`src/rtl/conv1_layer1_dense_reduce.sv`:
```
// conv1_layer1_dense_reduce
//   Reduces the 25-lane Q8.8 product vector from the conv1 layer1 dense
//   multiplier array to a dot product. It uses a pipelined adder tree with
//   three register stages (S1 group partials, S2 tree sum, S3 accumulator).
//   It accumulates ACC_LEN vectors per output point, saturates the result to
//   DW bits, and queues results in a show-ahead FIFO. It also raises `halt`
//   early enough that a queued result is never dropped under backpressure.
//
// Ports
//   clk, rst           clock (rising edge), async active-high reset
//   clr                sync flush of tree pipeline, beat counter, accumulator
//   mult_res_w         LANES x DW product vector, lane i at [DW*i +: DW]
//   mult_res_v_w       product vector valid
//   halt               registered stall request back to the multiplier array
//   dot_res            FIFO head (saturated dot product), 0 when empty
//   dot_res_v          FIFO non-empty
//   dot_res_rdy        downstream accept
//   beat_cnt           vectors accumulated into the current output point
//   ovf_err            sticky: a result arrived while the FIFO was full

// Sums one group of GL lanes, each sign-extended to SW bits.
module conv1_layer1_dense_reduce_grp #(
  parameter int DW = 16,
  parameter int SW = 21,
  parameter int GL = 5
) (
  input  logic [GL*DW-1:0] lanes,
  output logic [SW-1:0]    psum
);
  always_comb begin
    psum = '0;
    for (int i = 0; i < GL; i++)
      psum = psum + {{(SW-DW){lanes[i*DW+DW-1]}}, lanes[i*DW +: DW]};
  end
endmodule

module conv1_layer1_dense_reduce #(
  parameter int LANES   = 25,
  parameter int DW      = 16,
  parameter int ACC_W   = 32,
  parameter int ACC_LEN = 4,
  parameter int DEPTH   = 8
) (
  input  logic                clk,
  input  logic                rst,
  input  logic                clr,
  input  logic [LANES*DW-1:0] mult_res_w,
  input  logic                mult_res_v_w,
  output logic                halt,
  output logic [DW-1:0]       dot_res,
  output logic                dot_res_v,
  input  logic                dot_res_rdy,
  output logic [7:0]          beat_cnt,
  output logic                ovf_err
);
  localparam int GL     = 5;
  localparam int NGRP   = (LANES + GL - 1) / GL;
  // Wide enough that a full-lane sum of extreme values cannot wrap.
  localparam int SW     = DW + $clog2(LANES);
  localparam int AW     = $clog2(DEPTH);
  localparam int CW     = AW + 1;
  localparam int RW     = CW + 1;
  localparam int STAGES = 3;
  localparam logic signed [ACC_W-1:0] SAT_MAX = ACC_W'((1 << (DW-1)) - 1);
  localparam logic signed [ACC_W-1:0] SAT_MIN = -SAT_MAX - 1;
  localparam logic [7:0] LAST_CNT = 8'(ACC_LEN - 1);

  // Missing lanes in a partial last group are zero.
  logic [NGRP*GL*DW-1:0]     pad;
  logic [NGRP-1:0][SW-1:0]   part_c, s1_part;
  logic [SW-1:0]             sum_c, s2_sum;
  logic signed [ACC_W-1:0]   acc, acc_nxt;
  logic [STAGES:1]           vld_pipe, last_pipe;
  logic [7:0]                in_cnt;
  logic                      accept, last_in;

  logic [DW-1:0]             mem [DEPTH];
  logic [AW-1:0]             wr_ptr, rd_ptr;
  logic [CW-1:0]             count;
  logic [RW-1:0]             reserved;
  logic [DW-1:0]             sat_res;
  logic                      push, push_ok, pop, full;

  assign pad = (NGRP*GL*DW)'(mult_res_w);

  for (genvar g = 0; g < NGRP; g++) begin : g_grp
    conv1_layer1_dense_reduce_grp #(.DW(DW), .SW(SW), .GL(GL)) u_grp (
      .lanes (pad[g*GL*DW +: GL*DW]),
      .psum  (part_c[g])
    );
  end

  // Beats offered while halted carry frozen data and are ignored.
  assign accept  = mult_res_v_w & ~halt & ~clr;
  // The last flag is decided at the input so halt credit can count
  // results that are still travelling down the tree.
  assign last_in = (in_cnt == LAST_CNT);

  always_comb begin
    sum_c = '0;
    for (int g = 0; g < NGRP; g++) sum_c = sum_c + s1_part[g];
  end

  assign acc_nxt = ((beat_cnt == 8'd0) ? '0 : acc) +
                   {{(ACC_W-SW){s2_sum[SW-1]}}, s2_sum};

  always_ff @(posedge clk or posedge rst) begin
    if (rst) begin
      vld_pipe  <= '0;
      last_pipe <= '0;
      in_cnt    <= '0;
      s1_part   <= '0;
      s2_sum    <= '0;
      acc       <= '0;
      beat_cnt  <= '0;
    end else if (clr) begin
      vld_pipe  <= '0;
      last_pipe <= '0;
      in_cnt    <= '0;
      acc       <= '0;
      beat_cnt  <= '0;
    end else begin
      vld_pipe  <= {vld_pipe[STAGES-1:1], accept};
      last_pipe <= {last_pipe[STAGES-1:1], accept & last_in};
      if (accept) begin
        in_cnt  <= last_in ? 8'd0 : in_cnt + 8'd1;
        s1_part <= part_c;
      end
      if (vld_pipe[1]) s2_sum <= sum_c;
      if (vld_pipe[2]) begin
        acc      <= acc_nxt;
        beat_cnt <= (beat_cnt == LAST_CNT) ? 8'd0 : beat_cnt + 8'd1;
      end
    end
  end

  always_comb begin
    if (acc > SAT_MAX)      sat_res = SAT_MAX[DW-1:0];
    else if (acc < SAT_MIN) sat_res = SAT_MIN[DW-1:0];
    else                    sat_res = acc[DW-1:0];
  end

  // S3 holding a completed point writes the FIFO on the following edge.
  // A flush drops the result along with the rest of the pipeline.
  assign push      = last_pipe[STAGES] & ~clr;
  assign full      = (count == CW'(DEPTH));
  assign push_ok   = push & ~full;
  assign dot_res_v = (count != '0);
  assign pop       = dot_res_v & dot_res_rdy;
  assign dot_res   = dot_res_v ? mem[rd_ptr] : '0;

  always_ff @(posedge clk) begin
    if (push_ok) mem[wr_ptr] <= sat_res;
  end

  always_ff @(posedge clk or posedge rst) begin
    if (rst) begin
      wr_ptr  <= '0;
      rd_ptr  <= '0;
      count   <= '0;
      ovf_err <= 1'b0;
    end else begin
      if (push_ok) wr_ptr <= wr_ptr + AW'(1);
      if (pop)     rd_ptr <= rd_ptr + AW'(1);
      case ({push_ok, pop})
        2'b10:   count <= count + CW'(1);
        2'b01:   count <= count - CW'(1);
        default: count <= count;
      endcase
      if (push && full) ovf_err <= 1'b1;
    end
  end

  // Credit = queued results plus completed points still in the tree.
  // The two spare entries absorb the beat that slips in during halt's
  // one-cycle lag.
  assign reserved = RW'(count) + RW'(last_pipe[1]) + RW'(last_pipe[2]) +
                    RW'(last_pipe[3]);

  always_ff @(posedge clk or posedge rst) begin
    if (rst)      halt <= 1'b0;
    else if (clr) halt <= (RW'(count) >= RW'(DEPTH - 2));
    else          halt <= (reserved >= RW'(DEPTH - 2));
  end

endmodule
```
`config.mk`:
```
export PLATFORM = sky130hd
export DESIGN_NAME = conv1_layer1_dense_reduce
export DESIGN_NICKNAME = d
export VERILOG_FILES = /design/src/rtl/conv1_layer1_dense_reduce.sv
export SDC_FILE = /design/constraint.sdc
export NUM_CORES = 1
export LEC_CHECK = 0
export CAP_MARGIN = 20
export CELL_PAD_IN_SITES_DETAIL_PLACEMENT = 1
export CELL_PAD_IN_SITES_GLOBAL_PLACEMENT = 2
export CORE_MARGIN = 5
export CORE_UTILIZATION = 32
export CTS_CLUSTER_DIAMETER = 100
export DETAILED_ROUTE_END_ITERATION = 12
export GPL_TIMING_DRIVEN = 0
export PLACE_DENSITY_LB_ADDON = 0.1
export SYNTH_ARGS = -nofsm -noshare
export SYNTH_HDL_FRONTEND = slang
export SYNTH_HIERARCHICAL = 1
export SYNTH_SLANG_ARGS = --single-unit
```
`constraint.sdc`:
```
create_clock -name clk -period 5.75 [get_ports clk]
set_input_delay 0.8625 -clock clk [delete_from_list [all_inputs] [get_ports clk]]
set_output_delay 0.8625 -clock clk [all_outputs]
set_load 0.005 [all_outputs]
```
==> results.json <==
{
  "rrSetupSlack_ns": 0.50,
  "ant_nets": 0,
  "routedWlPerCell_um": 17.5,
  "place_ws_ns": 0.342,
  "maxSlewHeadroom_pct": 35.3,
  "netlist_instances": 3049,
  "cts_tree": "done",
  "skew_ns": 0.0157,
  "r2r_start": "beat_cnt[2]$_DFFE_PP0P_",
  "mostFrequentLayoutCell": "inv_1",
  "hp-class": "reg -> reg",
  "max_slew.worst_pin.slew_ns": 0.970,
  "cts_root_buffer": "clkbuf_16",
  "hp-start": "ovf_err$_DFFE_PP0P_",
  "cts_resized": 0,
  "layout_common_cells": "inv_1 (902), clkdlybuf4s50_1 (430), fa_1 (313)",
  "crit_path_start_kind": "flip-flop",
  "fin_nets": 4416,
  "yosys.area.top_type": "fa_1",
  "ys_types": 89,
  "syn_to_final_growth_pct": 25.3,
  "hpwl_um": 70900,
  "grt-ovfl-total": 0,
  "yosysSeqAreaShare_pct": 29.6,
  "clkTransAtPathRegs_ns": 0.06,
  "hold_viol": 0,
  "htree_levels": 2,
  "reg2reg_depth": 15,
  "finalSetupTns_ns": 0,
  "grt_max_degree": 42,
  "drc_errors": 0,
  "coreArea_um2": 90100,
  "syn_avg_cell_area_um2": 9.55,
  "async_flop_share_pct": 59.9,
  "postCtsSetupRepairBufs": 0,
  "grt_pass1_wl_um": 134000,
  "drive_above_1_share_pct": 6.45,
  "clock_path_buffers": 3,
  "fmax_mhz": 190,
  "diodes": 0,
  "holdBufCountCts": 0,
  "timing.setup.critical_path_class": "reg -> reg",
  "finalCriticalPeriod_ns": 5.25,
  "grt_usage_pct": 17.0,
  "dr.pass1.iters": 5,
  "routed_wl_um": 82900,
  "hold-path-endpoint": "ovf_err$_DFFE_PP0P_",
  "fp.dieH_um": 312,
  "cap_violations": 0,
  "drt-initial-drc-count": 717,
  "fin_crit_sh_pct": 91.3,
  "cp.required_ns": 6.18,
  "synth_seq_cells": 319,
  "grt_setup_unrepaired": "no",
  "place_congestion": 0.864,
  "leakagePower_uw": 0.0175,
  "syn_area_um2": 29100,
  "clk_latency_ns": 0.55,
  "setup_ws_ns": 0.497,
  "setup_viol": 0,
  "yosysWarnings": 6,
  "pwr_density_cell_nw_per_um2": 599,
  "clock_sinks": 319,
  "grt_antenna_before_repair": 2,
  "start_util_pct": 32.3,
  "synth_top_flop_cell": "dfrtp_1",
  "synthTopCellsByArea": "fa_1 (22%), dfrtp_1 (16%), edfxtp_1 (13%)",
  "grt_pass1_vias": 25000,
  "synth_edf_count": 128,
  "fp.dieArea_um2": 97200,
  "io_buffers": 430,
  "reg2reg_to": "acc[28]$_DFFE_PP0P_",
  "cp_max_fo": 10,
  "hold_path_depth": 1,
  "syn_nets": 3929,
  "synth.top_cell.area_share_pct": 21.5,
  "ir_worst_vdd_v": 0.000732,
  "vias": 21900,
  "drv_slew": 0,
  "die_w_um": 312,
  "cts-buffers-inserted": 38,
  "rows": 110,
  "io_pins": 432,
  "setup.worst_path.end_class": "flip-flop",
  "vias_per_cell": 4.63,
  "critPathArrivalTime_ns": 5.69,
  "status": "complete, no violations"
}
-- worst max-delay path, stage by stage (launching register included) --
cell	delay, ns
dfrtp_1	0.44
or4_1	0.53
nor3_1	0.44
nand2_1	0.34
clkbuf_1	0.30
and2_1	0.26
fa_1	0.44
a21o_1	0.24
a221oi_4	0.39
o21ai_2	0.14
a21oi_2	0.30
a211oi_2	0.16
o41ai_2	0.45
a21boi_1	0.14
or3_1	0.32
a32o_1	0.25
-- layout make-up --
class	instances	area, µm²
Buffer	74	313
Clock buffer	47	1000
Clock inverter	21	300
Fill cell	10200	53600
Inverter	903	3390
Multi-Input combinational cell	1753	16800
Sequential cell	319	8620
Tap cell	1176	1470
Timing Repair Buffer	447	4560
-- synthesized netlist by cell type, types with 39 or more instances --
cell type / instances
a21oi_1: 132
and2_1: 39
clkbuf_1: 45
dfrtp_1: 191
edfxtp_1: 128
fa_1: 313
ha_1: 162
inv_1: 903
mux2_2: 46
mux2i_1: 39
nand2_1: 207
nand3_1: 42
nor2_1: 120
o21ai_0: 155
xnor2_1: 66
xor2_1: 66
-- kinds of logic after synthesis --
group	share of synthesized area, %
compound gates	11.1
buf+inv	12.7
xor+xnor	3.97
fa+ha+maj	28.5
simple gates	8.54
mux	5.59
flops	29.6
-- worst max-delay path by stage --
stage,slack [ns],to,from,cells past startpoint
after floorplan,1.51,acc[28]$_DFFE_PP0P_,beat_cnt[2]$_DFFE_PP0P_,15
after global placement,0.39,s1_part[83]$_DFFE_PP0P_,mult_res_w[241],13
after detailed placement,0.34,s1_part[83]$_DFFE_PP0P_,mult_res_w[240],13
after CTS,0.46,acc[28]$_DFFE_PP0P_,beat_cnt[2]$_DFFE_PP0P_,15
after global routing,0.26,acc[28]$_DFFE_PP0P_,beat_cnt[2]$_DFFE_PP0P_,15
final,0.50,acc[28]$_DFFE_PP0P_,beat_cnt[2]$_DFFE_PP0P_,15
-- where the power goes --
part	internal [µW]	switching [µW]
clock network	1520	999
registers	3000	336
logic	6590	9400
total	11100	10700
-- registers in the layout, indices dropped and copies added, names as in the netlist, 2 cells and up --
signal	cells
mem	128
s1_part	105
acc	32
s2_sum	21
beat_cnt	8
in_cnt	8
count	4
last_pipe	3
rd_ptr	3
wr_ptr	3
vld_pipe	2
-- metal layers --
layer / vias to the layer above / wire length [µm] / GRT usage [%] / share of wire, %
li1: 10600 / - / - / -
met1: 11000 / 33800 / 20.4 / 41
met2: 304 / 45400 / 33.1 / 55
met3: 66 / 2390 / 1.97 / 2.9
met4: 0 / 1240 / 2.88 / 1.5
met5: - / 0 / 0 / 0
-- through the flow --
step | hold WS [ns] | power [µW] | cells | utilization [%] | area [µm²]
after floorplan | 0.450 | 14600 | 3049 | - | 29100
after global placement | 0.456 | 19100 | 4655 | 38.7 | 34900
after detailed placement | 0.463 | 19500 | 4671 | 39.0 | 35200
after CTS | 0.477 | 22200 | 4739 | 40.5 | 36500
after global routing | 0.518 | 24300 | 4740 | 40.5 | 36500
final | 0.472 | 21900 | 4740 | 40.5 | 36500
Power figures use the tool's default switching activity.
